[config.mk]
export PLATFORM = sky130hd
export DESIGN_NAME = uart_alu_interface
export DESIGN_NICKNAME = d
export VERILOG_FILES = /design/src/rtl/uart_alu_interface.sv
export SDC_FILE = /design/constraint.sdc
export NUM_CORES = 1
export LEC_CHECK = 0
export CORE_MARGIN = 1.5
export CORE_UTILIZATION = 40
export CTS_CLUSTER_DIAMETER = 50
export CTS_CLUSTER_SIZE = 14
export DETAILED_ROUTE_END_ITERATION = 8
export GPL_ROUTABILITY_DRIVEN = 0
export PLACE_DENSITY = 0.6
export SLEW_MARGIN = 20
export SYNTH_ARGS = -nofsm -noshare
export SYNTH_HDL_FRONTEND = slang
export SYNTH_SLANG_ARGS = --single-unit
[constraint.sdc]
create_clock -name clk -period 3.7 [get_ports clk]
set_input_delay 0.74 -clock clk [delete_from_list [all_inputs] [get_ports clk]]
set_output_delay 0.74 -clock clk [all_outputs]
set_load 0.01 [all_outputs]
[src/rtl/uart_alu_interface.sv]
// UART-to-ALU bridge: collects operand A, operand B and an opcode byte from a UART
// receiver, drives an external ALU, and returns the result and flag bytes over the UART.
module uart_alu_interface #(
  parameter int N              = 8,
  parameter int NB_OP          = 6,
  parameter int TIMEOUT_CYCLES = 1000000
) (
  input  logic             clk,
  input  logic             reset,
  input  logic             rx_done,
  input  logic [7:0]       rx_data,
  input  logic             tx_done,
  input  logic [N-1:0]     alu_result,
  input  logic             alu_zero,
  input  logic             alu_overflow,
  input  logic             alu_carry,
  output logic [N-1:0]     data_a,
  output logic [N-1:0]     data_b,
  output logic [NB_OP-1:0] op,
  output logic             tx_start,
  output logic [7:0]       tx_data,
  output logic             busy
);

  typedef enum logic [2:0] {
    IDLE,
    WAIT_B,
    WAIT_OP,
    EXEC,
    TX_RES,
    WAIT_RES,
    TX_FLG,
    WAIT_FLG
  } state_t;

  localparam logic [7:0] OPC_ADD = 8'h20;
  localparam logic [7:0] OPC_SUB = 8'h22;
  localparam logic [7:0] OPC_AND = 8'h24;
  localparam logic [7:0] OPC_OR  = 8'h25;
  localparam logic [7:0] OPC_XOR = 8'h26;
  localparam logic [7:0] OPC_NOR = 8'h27;
  localparam logic [7:0] OPC_SRA = 8'h03;
  localparam logic [7:0] OPC_SRL = 8'h02;

  localparam logic [31:0] TIMEOUT_LAST = 32'(TIMEOUT_CYCLES - 1);

  function automatic logic is_valid_opcode(input logic [7:0] b);
    case (b)
      OPC_ADD, OPC_SUB, OPC_AND, OPC_OR,
      OPC_XOR, OPC_NOR, OPC_SRA, OPC_SRL: is_valid_opcode = 1'b1;
      default:                            is_valid_opcode = 1'b0;
    endcase
  endfunction

  state_t           r_state;
  state_t           w_state_next;
  logic [31:0]      r_timer;
  logic [N-1:0]     r_stage_a;
  logic [N-1:0]     r_stage_b;
  logic             r_invalid;
  logic [7:0]       r_flags;
  logic [N-1:0]     r_data_a;
  logic [N-1:0]     r_data_b;
  logic [NB_OP-1:0] r_op;
  logic             r_tx_start;
  logic [7:0]       r_tx_data;

  logic             w_counting;
  logic             w_timeout;
  logic             w_op_valid;
  logic             w_stage_a;
  logic             w_stage_b;
  logic             w_commit;
  logic             w_capture;
  logic             w_send_res;
  logic             w_send_flg;
  logic             w_abort;
  logic [7:0]       w_result;
  logic [7:0]       w_flags;

  assign w_counting = (r_state == WAIT_B)   || (r_state == WAIT_OP) ||
                      (r_state == WAIT_RES) || (r_state == WAIT_FLG);
  assign w_timeout  = w_counting && (r_timer == TIMEOUT_LAST);
  assign w_op_valid = is_valid_opcode(rx_data);

  // An invalid opcode replaces the ALU response with a zero result and the ERR flag.
  assign w_result = r_invalid ? 8'h00 : alu_result[7:0];
  assign w_flags  = r_invalid ? 8'h80
                              : {1'b0, 4'b0000, alu_carry, alu_overflow, alu_zero};

  // NOTE: sequential state uses non-blocking assignments so every register samples
  // the pre-edge values; blocking here would create order-dependent simulation.
  always_ff @(posedge clk or posedge reset) begin
    if (reset) r_state <= IDLE;
    else       r_state <= w_state_next;
  end

  // NOTE: every output of this block gets a default first, so no path leaves a
  // signal unassigned and no latch is inferred.
  always_comb begin
    w_state_next = r_state;
    w_stage_a    = 1'b0;
    w_stage_b    = 1'b0;
    w_commit     = 1'b0;
    w_capture    = 1'b0;
    w_send_res   = 1'b0;
    w_send_flg   = 1'b0;
    w_abort      = 1'b0;
    case (r_state)
      IDLE: begin
        if (rx_done) begin
          w_stage_a    = 1'b1;
          w_state_next = WAIT_B;
        end
      end
      WAIT_B: begin
        if (rx_done) begin
          w_stage_b    = 1'b1;
          w_state_next = WAIT_OP;
        end else if (w_timeout) begin
          w_abort      = 1'b1;
          w_state_next = IDLE;
        end
      end
      WAIT_OP: begin
        if (rx_done) begin
          w_commit     = 1'b1;
          w_state_next = EXEC;
        end else if (w_timeout) begin
          w_abort      = 1'b1;
          w_state_next = IDLE;
        end
      end
      EXEC: begin
        w_capture    = 1'b1;
        w_send_res   = 1'b1;
        w_state_next = TX_RES;
      end
      TX_RES: w_state_next = WAIT_RES;
      WAIT_RES: begin
        if (tx_done) begin
          w_send_flg   = 1'b1;
          w_state_next = TX_FLG;
        end else if (w_timeout) begin
          w_abort      = 1'b1;
          w_state_next = IDLE;
        end
      end
      TX_FLG: w_state_next = WAIT_FLG;
      WAIT_FLG: begin
        if (tx_done) begin
          w_state_next = IDLE;
        end else if (w_timeout) begin
          w_abort      = 1'b1;
          w_state_next = IDLE;
        end
      end
      default: w_state_next = IDLE;
    endcase
  end

  // Counts only while parked in a wait state; any transition restarts it.
  always_ff @(posedge clk or posedge reset) begin
    if (reset) begin
      r_timer <= '0;
    end else if (w_state_next != r_state) begin
      r_timer <= '0;
    end else if (w_counting) begin
      r_timer <= r_timer + 32'd1;
    end
  end

  always_ff @(posedge clk or posedge reset) begin
    if (reset) begin
      r_stage_a  <= '0;
      r_stage_b  <= '0;
      r_invalid  <= 1'b0;
      r_flags    <= '0;
      r_data_a   <= '0;
      r_data_b   <= '0;
      r_op       <= '0;
      r_tx_start <= 1'b0;
      r_tx_data  <= '0;
    end else begin
      if (w_stage_a) r_stage_a <= rx_data[N-1:0];
      if (w_stage_b) r_stage_b <= rx_data[N-1:0];
      if (w_abort) begin
        r_stage_a <= '0;
        r_stage_b <= '0;
      end
      // The opcode byte and both staged operands land on the ALU in one edge.
      if (w_commit) begin
        r_invalid <= !w_op_valid;
        if (w_op_valid) begin
          r_data_a <= r_stage_a;
          r_data_b <= r_stage_b;
          r_op     <= rx_data[NB_OP-1:0];
        end
      end
      if (w_capture) r_flags <= w_flags;
      r_tx_start <= w_send_res || w_send_flg;
      if (w_send_res)      r_tx_data <= w_result;
      else if (w_send_flg) r_tx_data <= r_flags;
    end
  end

  assign data_a   = r_data_a;
  assign data_b   = r_data_b;
  assign op       = r_op;
  assign tx_start = r_tx_start;
  assign tx_data  = r_tx_data;
  assign busy     = (r_state != IDLE);

endmodule

==> results of run 1 <==
metal layers:
metal | GRT usage (%) | routed length (µm)
met2 | 27.6 | 3940
met1 | 24.4 | 4130
met4 | 4.99 | 103
met5 | 0 | 0
met3 | 4.20 | 368
flip-flops by register name (all words and copies together) (netlist names):
signal / count
r_timer: 32
data_a: 8
data_b: 8
op: 6
r_state: 3
tx_start: 1
r_flags: 4
r_stage_a: 8
r_invalid: 1
r_stage_b: 8
tx_data: 8
logic make-up (layout without fill, tap and decap cells):
group                      count (synthesis)  after routing  synth area share, %
AOI/OAI and AO/OA                         67             67                 10.7
adders and majority gates                  1              1                0.314
muxes                                     33             33                 8.96
DFF                                       87             87                 54.7
xor gates and xnor gates                  16             16                 3.52
buffers and inverters                     23             84                 2.42
and+or+nand+nor                          146            146                 19.4
synthesized netlist by cell type (all sizes together), types with 2 or more instances:
| cell | instances | area share, % |
|---|---|---|
| nand3 | 23 | 2.9 |
| inv | 7 | 0.66 |
| nor4b | 4 | 0.88 |
| o21ai | 19 | 2.4 |
| or3 | 10 | 1.6 |
| a32o | 4 | 1.0 |
| or4 | 8 | 1.5 |
| mux2 | 21 | 5.9 |
| mux2i | 12 | 3.0 |
| nand2b | 2 | 0.38 |
| nand2 | 25 | 2.4 |
| clkbuf | 8 | 0.75 |
| nor4 | 10 | 1.6 |
| nor4bb | 2 | 0.50 |
| dfrtp | 87 | 55 |
| xnor2 | 12 | 2.6 |
| and3 | 4 | 0.63 |
| a21oi | 23 | 3.0 |
| and2 | 5 | 0.79 |
| xor2 | 4 | 0.88 |
| a22o | 9 | 2.0 |
| o31ai | 7 | 1.3 |
| buf | 8 | 1.0 |
| nor2b | 4 | 0.63 |
| nor3 | 6 | 0.88 |
| nand4 | 7 | 1.1 |
| nor2 | 34 | 3.2 |
worst reg2reg max path, cell delays in order (launching register included):
cell	delay (ns)
dfrtp_1	0.56
nand2b_2	0.12
xnor2_1	0.87
nor4_1	0.25
a21oi_1	0.68
a22o_1	0.23
final cells by class:
| type | count | area, µm² | share of cell area (%) |
|---|---|---|---|
| timing repair buffer | 61 | 593 | 12.2 |
| inverter | 7 | 27.5 | 0.565 |
| clock buffer | 9 | 124 | 2.54 |
| tap | 133 | 166 | 3.42 |
| multi-input combinational | 263 | 1710 | 35.1 |
| sequential | 87 | 2180 | 44.7 |
| clock inverter | 7 | 73.8 | 1.52 |
where the power goes:
group | leakage [nW] | internal, W | switching (W)
combinational | 0.768 | 0.000367 | 0.000438
clock | 0.101 | 0.000265 | 0.000396
sequential | 1.17 | 0.00115 | 0.000130
total | 2.03 | 0.00178 | 0.000964
per-stage QoR:
step,setup slack (ns),power [W],cells
3_3_place_gp,0.744,0.00209,551
2_1_floorplan,0.710,0.00178,373
4_1_cts,0.945,0.00278,567
3_5_place_dp,0.674,0.00211,551
5_1_grt,0.762,0.00291,567
6_report,0.926,0.00274,567
cells in the final DEF (no fill, tap or decap), drive strengths merged, types with 10 or more instances in the layout:
master         count
a21oi             23
clkdlybuf4s50     54
dfrtp             87
mux2              21
mux2i             12
nand2             25
nand3             23
nor2              34
nor4              10
o21ai             19
or3               10
xnor2             12
worst min path at each step:
| stage | cells after the start | end | slack (ns) | start |
|---|---|---|---|---|
| 2_1_floorplan | 1 | data_a[0]$_DFFE_PP0P_ | 0.46 | r_stage_a[0]$_DFFE_PP0P_ |
| 3_3_place_gp | 1 | data_a[2]$_DFFE_PP0P_ | 0.47 | r_stage_a[2]$_DFFE_PP0P_ |
| 3_5_place_dp | 1 | data_a[0]$_DFFE_PP0P_ | 0.47 | r_stage_a[0]$_DFFE_PP0P_ |
| 4_1_cts | 1 | data_a[0]$_DFFE_PP0P_ | 0.50 | r_stage_a[0]$_DFFE_PP0P_ |
| 5_1_grt | 1 | data_b[1]$_DFFE_PP0P_ | 0.52 | data_b[1]$_DFFE_PP0P_ |
| 6_report | 1 | data_a[0]$_DFFE_PP0P_ | 0.49 | r_stage_a[0]$_DFFE_PP0P_ |
==> results.py, run 1 <==
metrics = {
    "yosys": {
        "synthCells": 373,
        "async_flop_share_pct": 100,
        "syn_area_mm2": 0.00398,
        "ys_types": 40,
        "ys_seq_area_share_pct": 54.7,
        "syn_avg_cell_area_um2": 10.7,
        "synth_seq_cells": 87,
        "ys.flop_type": "dfrtp_1",
        "synth-edff-count": 0,
        "ys_warn_count": 0,
        "synthesis.nets": 397,
    },
    "floorplanning": {
        "initial_utilization_pct": 40.9,
        "core-area_mm2": 0.00973,
        "num_io_pins": 55,
        "die_x_um": 103,
        "fp-row-count": 36,
        "die_h_um": 103,
        "die_area_mm2": 0.0106,
    },
    "detailed_routing": {
        "dr_total_vias": 3062,
        "vias_per_cell": 5.40,
        "ant_nets": 0,
        "drt-total-wl_mm": 8.55,
        "firstDrtPassIters": 4,
        "drc": 0,
        "wl_per_cell_um": 15.1,
        "drtIter0Drc": 90,
    },
    "pwr": {
        "p_per_area_mw_per_mm2": 563,
        "leakagePower_nw": 2.03,
        "ir_drop_uv": 277,
    },
    "worst_setup_path": {
        "cp-endpoint": "r_stage_b[0]$_DFFE_PP0P_",
        "cp_slowest_cell": "xnor2_1",
        "r2r-end": "r_stage_b[0]$_DFFE_PP0P_",
        "critical_path.top_delay_family": "compound AO/OA/AOI/OAI gates",
        "end_kind": "flip-flop",
        "reg2regPathDepth": 5,
        "worstReg2RegStart": "r_state[1]$_DFF_PP0_",
        "critical_path.max_stage_delay_ns": 0.87,
        "crit_start": "r_state[1]$_DFF_PP0_",
        "worstPathCellList": "nand2b_2, xnor2_1, nor4_1, a21oi_1, a22o_1",
        "crit_type": "flip-flop to flip-flop",
        "critPathRequiredTime_ns": 3.99,
        "path_buf_inv": 0,
        "critPathArrivalTime_ns": 3.07,
        "cp.depth": 5,
        "critPathLaunchType": "flip-flop",
        "regToRegSetupSlack_ns": 0.93,
        "crit_path_max_fanout": 15,
    },
    "run_status": {
        "run_status": "complete, no violations",
    },
    "timing": {
        "fin_tns_setup_ns": 0,
        "finalHoldViolCount": 0,
        "worst_pin_slew_ns": 1.11,
        "drv_slew": 0,
        "slew_headroom_pct": 25.4,
        "setup_violations": 0,
        "rsz0062_at_grt": "false",
        "fmax_ghz": 0.360,
        "skew_ns": 0.0206,
        "fin_crit_sh_pct": 75.0,
        "finalCriticalPeriod_ns": 2.77,
        "fin_hold_ws_ns": 0.492,
    },
    "global_route": {
        "overflow": 0,
        "antenna_found_initial": 0,
        "grt_pass1_wl_mm": 14.5,
        "grtUsageTotal_pct": 17.5,
        "grt_max_degree": 35,
        "grt_pass1_vias": 3020,
    },
    "placed_design": {
        "portBuffers": 54,
        "place_area_mm2": 0.00467,
        "dpl.hpwl_mm": 5.79,
    },
    "clock_network": {
        "cts_tree": "yes",
        "holdBufCountCts": 0,
        "cts_sinks": 87,
        "clk_latency_ns": 0.36,
        "cts_setup_buffers": 0,
        "root_buffer": "clkbuf_8",
        "clk_pin_slew_ns": 0.09,
        "htree_levels": 3,
        "cts_resized": 0,
        "cts_buffers": 9,
        "clockBufferDepth": 2,
    },
    "final_layout": {
        "drive_above_1_share_pct": 8.06,
        "fin_area_mm2": 0.00487,
        "fin_nets": 453,
        "diodes": 0,
        "syn2layout_area_growth_pct": 22.4,
        "fin_util_pct": 50.1,
        "fillers": 920,
    },
    "min_path": {
        "hold_class": "flip-flop to flip-flop",
    },
    "flow_run": {
        "cap_violations": 0,
    },
}
Power figures use the tool's default switching activity.
==> run 2, diff against run 1 <==
Settings changed: PLACE_DENSITY 0.6 to 0.63.
Clock period 3.7 ns to 2.45 ns, I/O delays scaled along.
==> results.py, run 2 (synthesis gave the netlist of run 1 again) <==
metrics = {
    "run_status": {
        "run_status": "complete, no violations",
    },
    "timing": {
        "slew_headroom_pct": 47.7,
        "setup_violations": 0,
        "finalCriticalPeriod_ns": 2.35,
        "setup_ws_ns": 0.101,
        "finalHoldViolCount": 0,
        "worst_pin_slew_ns": 0.784,
        "skew_ns": 0.0120,
        "drv_slew": 0,
        "rsz0062_at_grt": "false",
        "fmax_ghz": 0.426,
        "fin_crit_sh_pct": 95.9,
        "fin_tns_setup_ns": 0,
    },
    "clock_network": {
        "cts_sinks": 87,
        "htree_levels": 3,
        "cts_setup_buffers": 0,
        "clk_latency_ns": 0.36,
        "cts_buffers": 9,
        "holdBufCountCts": 0,
        "root_buffer": "clkbuf_8",
        "clockBufferDepth": 2,
        "cts_tree": "yes",
        "clk_pin_slew_ns": 0.09,
    },
    "worst_setup_path": {
        "crit_path_max_fanout": 8,
        "critPathLaunchType": "flip-flop",
        "crit_start": "r_timer[21]$_DFFE_PP0P_",
        "critPathArrivalTime_ns": 2.59,
        "crit_type": "flip-flop to flip-flop",
        "critical_path.top_delay_family": "simple AND/OR/NAND/NOR gates",
        "regToRegSetupSlack_ns": 0.10,
        "end_kind": "flip-flop",
        "cp_slowest_cell": "nor4_1",
        "critPathRequiredTime_ns": 2.69,
        "critical_path.max_stage_delay_ns": 0.48,
        "worstReg2RegStart": "r_timer[21]$_DFFE_PP0P_",
        "r2r-end": "r_stage_b[3]$_DFFE_PP0P_",
        "path_buf_inv": 0,
        "crit_path_frequent_cell": "nor4_1",
        "worstPathCellList": "nor4_1, nand4_1, nor4_1, a21oi_1, a22o_1",
        "reg2regPathDepth": 5,
    },
    "placed_design": {
        "placed_cells": 564,
        "dpl.hpwl_mm": 5.99,
        "portBuffers": 54,
        "place_ws_ns": 0.0148,
    },
    "final_layout": {
        "largest_register": "r_timer",
        "fillers": 911,
        "fin_nets": 466,
        "fin_util_pct": 51.3,
        "finalNonFillerCells": 580,
        "largest_register_ffs": 32,
        "final_cell_mix": "dfrtp_1 (87), clkdlybuf4s50_1 (54), nor2_1 (34), nand2_1 (25), nand3_1 (23)",
        "drive_above_1_share_pct": 10.1,
        "diodes": 0,
        "syn2layout_area_growth_pct": 25.5,
        "layout_commonest_cell": "dfrtp_1",
    },
    "detailed_routing": {
        "wl_per_cell_um": 15.1,
        "firstDrtPassIters": 4,
        "vias_per_cell": 5.31,
        "dr_total_vias": 3082,
        "drtIter0Drc": 120,
        "drc": 0,
        "drt-total-wl_mm": 8.76,
        "ant_nets": 0,
    },
    "global_route": {
        "grt_max_degree": 88,
        "grt_pass1_vias": 3084,
        "overflow": 0,
        "antenna_found_initial": 0,
        "grt_pass1_wl_mm": 15.1,
        "grtUsageTotal_pct": 18.6,
    },
    "floorplanning": {
        "initial_utilization_pct": 40.9,
        "core-area_mm2": 0.00973,
        "die_area_mm2": 0.0106,
        "fp-row-count": 36,
        "die_x_um": 103,
        "die_h_um": 103,
        "num_io_pins": 55,
    },
    "min_path": {
        "hold_start": "r_stage_b[0]$_DFFE_PP0P_",
        "whs_path_depth": 1,
        "min_to": "data_b[0]$_DFFE_PP0P_",
        "hold_class": "flip-flop to flip-flop",
    },
    "pwr": {
        "p_per_area_mw_per_mm2": 846,
        "leakagePower_nw": 2.10,
        "power_w": 0.00423,
        "ir_drop_uv": 572,
    },
    "flow_run": {
        "cap_violations": 0,
    },
}
[run 2: routing by layer]
metal | share of wire, % | track usage, % | up-vias
met2 | 47 | 28.2 | 51
li1 | - | - | 1498
met3 | 4.9 | 5.22 | 7
met1 | 47 | 25.8 | 1526
met5 | 0 | 0 | -
met4 | 0.79 | 6.55 | 0
[run 2: worst max-delay path by stage]
stage / slack, ns / depth (start not counted) / end
after floorplan: 0.44 / 7 / r_timer[26]$_DFFE_PP0P_
after global placement: 0.09 / 6 / data_a[1]$_DFFE_PP0P_
after detailed placement: 0.01 / 6 / data_a[1]$_DFFE_PP0P_
after CTS: 0.15 / 5 / r_stage_b[2]$_DFFE_PP0P_
after global routing: 0.005 / 5 / r_stage_b[2]$_DFFE_PP0P_
final: 0.10 / 5 / r_stage_b[3]$_DFFE_PP0P_
[run 2: metrics by stage]
| step | hold WS (ns) | area, µm² |
|---|---|---|
| final | 0.493 | 4990 |
| after global routing | 0.506 | 4990 |
| after CTS | 0.495 | 4990 |
| after detailed placement | 0.470 | 4800 |
| after global placement | 0.464 | 4800 |
| after floorplan | 0.457 | 3980 |
[run 2: where the power goes]
group          internal, W  total [W]  leakage [nW]  switching (W)
Clock             0.000500   0.000998        0.0936       0.000498
Sequential         0.00173    0.00190          1.17       0.000163
Combinational     0.000628    0.00133         0.836       0.000704
[run 2: cell type report]
cell class	instances	area (µm²)	share of cell area (%)
tap	133	166	3.33
multi-input combinational	263	1710	34.3
clock inverter	3	42.5	0.852
inverter	7	30.0	0.601
clock buffer	13	149	2.98
sequential	87	2180	43.6
timing repair buffer	74	716	14.3
[run 2: repair_timing]
action,4_1_cts,5_1_grt
hold endpoints to repair,0,0
setup endpoints to repair,0,4
gates resized for setup,0,1
==> run 3, diff against run 2 <==
--- a/config.mk
+++ b/config.mk
@@ -8,3 +8,3 @@
 export CORE_MARGIN = 1.5
-export CORE_UTILIZATION = 40
+export CORE_UTILIZATION = 35
 export CTS_CLUSTER_DIAMETER = 50
@@ -13,3 +13,3 @@
 export GPL_ROUTABILITY_DRIVEN = 0
-export PLACE_DENSITY = 0.63
+export PLACE_DENSITY = 0.56
 export SLEW_MARGIN = 20
--- a/constraint.sdc
+++ b/constraint.sdc
@@ -3,2 +3,2 @@
 set_output_delay 0.49 -clock clk [all_outputs]
-set_load 0.01 [all_outputs]
+set_load 0.1 [all_outputs]
==> results.py, run 3 (synthesis gave the netlist of run 1 again) <==
metrics = {
    "final_layout": {
        "largest_register_ffs": 32,
        "diodes": 0,
        "largest_register": "r_timer",
        "layout_commonest_cell": "dfrtp_1",
        "drive_above_1_share_pct": 18.4,
        "syn2layout_area_growth_pct": 27.1,
        "fillers": 1036,
        "final_cell_mix": "dfrtp_1 (87), buf_4 (54), nor2_1 (34), nand2_1 (25), nand3_1 (23)",
        "fin_util_pct": 46.1,
        "fin_area_mm2": 0.00506,
        "fin_nets": 470,
    },
    "detailed_routing": {
        "dr_total_vias": 3051,
        "wl_per_cell_um": 14.7,
        "vias_per_cell": 5.16,
        "ant_nets": 0,
        "drc": 0,
        "drt-total-wl_mm": 8.71,
        "firstDrtPassIters": 4,
        "drtIter0Drc": 109,
    },
    "clock_network": {
        "cts_setup_buffers": 0,
        "cts_tree": "yes",
        "htree_levels": 3,
        "clk_pin_slew_ns": 0.06,
        "cts_buffers": 9,
        "cts_sinks": 87,
        "cts_resized": 0,
        "root_buffer": "clkbuf_16",
        "clockBufferDepth": 2,
        "holdBufCountCts": 0,
        "clk_latency_ns": 0.34,
    },
    "global_route": {
        "grt_pass1_vias": 3044,
        "antenna_found_initial": 0,
        "grt_pass1_wl_mm": 14.9,
        "overflow": 0,
        "grtUsageTotal_pct": 16.1,
        "grt_max_degree": 41,
    },
    "timing": {
        "setup_violations": 0,
        "worst_pin_slew_ns": 0.587,
        "drv_slew": 0,
        "fin_crit_sh_pct": 92.3,
        "finalHoldViolCount": 0,
        "fin_tns_setup_ns": 0,
        "skew_ns": 0.00669,
        "fmax_ghz": 0.442,
        "rsz0062_at_grt": "false",
        "slew_headroom_pct": 60.8,
        "finalCriticalPeriod_ns": 2.26,
    },
    "pwr": {
        "ir_drop_uv": 843,
        "p_per_area_mw_per_mm2": 1060,
        "leakagePower_nw": 2.22,
    },
    "worst_setup_path": {
        "end_kind": "flip-flop",
        "critPathLaunchType": "flip-flop",
        "crit_type": "flip-flop to flip-flop",
        "crit_path_max_fanout": 32,
        "critPathArrivalTime_ns": 2.49,
        "critPathRequiredTime_ns": 2.68,
    },
    "placed_design": {
        "dpl.hpwl_mm": 6.04,
        "place_area_mm2": 0.00475,
        "portBuffers": 54,
    },
    "run_status": {
        "run_status": "complete, no violations",
    },
    "floorplanning": {
        "initial_utilization_pct": 36.2,
        "die_x_um": 110,
        "die_area_mm2": 0.0120,
        "core-area_mm2": 0.0110,
        "die_h_um": 110,
        "fp-row-count": 38,
        "num_io_pins": 55,
    },
    "min_path": {
        "hold_class": "flip-flop to flip-flop",
    },
    "flow_run": {
        "cap_violations": 0,
    },
}
## run 3: cell types whose count changed in the layout (fill, tap and decap cells not counted), sizes merged
cell           previous run  this run
clkbuf                   13         9
clkdlybuf4s50            54        22
clkinvlp                  2         4
inv                       6         9
buf                      20        56
clkinv                    1         0
## run 3: layer usage
layer	track usage [%]	vias up	share of wire, %
li1	-	1512	-
met3	2.85	13	3.0
met1	22.1	1479	49
met2	24.8	47	46
met4	7.24	0	2.0
met5	0	-	0
## run 3: critical path, stage by stage (launching register included)
cell	delay, ns
dfrtp_1	0.41
ha_1	0.20
and2_1	0.19
nand4_1	0.23
or4_1	0.68
nand2_1	0.16
buf_12	0.20
nor3_1	0.07
## run 3: where the power goes
group          switching, W  internal (W)  total [W]
Sequential         0.000168       0.00174    0.00190
Combinational       0.00147      0.000589    0.00206
Clock              0.000595      0.000800    0.00140
Total               0.00224       0.00313    0.00536
## run 3: final cells by class
class                      count  area, µm²  area share, %
clock buffer                   9        225           4.45
clock inverter                 7       78.8           1.56
inverter                       7       30.0          0.594
multi-input combinational    263       1710           33.7
sequential                    87       2180           43.0
tap                          140        175           3.46
timing repair buffer          78        666           13.2
## run 3: path summary, 6_finish.rpt
check,slack (ns),endpoint,cells after the start,start
worst min-delay path,0.49,tx_data[4]$_DFFE_PP0P_,1,tx_data[4]$_DFFE_PP0P_
worst min register to register,0.49,tx_data[4]$_DFFE_PP0P_,1,tx_data[4]$_DFFE_PP0P_
min in group asynchronous,0.56,r_timer[28]$_DFFE_PP0P_,2,reset
max in group asynchronous,1.22,r_timer[5]$_DFFE_PP0P_,3,reset
worst max-delay path,0.19,r_timer[0]$_DFFE_PP0P_,7,r_timer[0]$_DFFE_PP0P_
worst max register to register,0.19,r_timer[0]$_DFFE_PP0P_,7,r_timer[0]$_DFFE_PP0P_
## run 3: through the flow
step / instances / power, W / hold WS [ns] / setup slack [ns]
floorplan: 373 / 0.00344 / 0.457 / 0.441
global placement: 575 / 0.00399 / 0.468 / 0.138
detailed placement: 575 / 0.00400 / 0.475 / 0.0802
CTS: 591 / 0.00542 / 0.498 / 0.183
global route: 591 / 0.00566 / 0.512 / 0.0509
finish: 591 / 0.00536 / 0.493 / 0.190
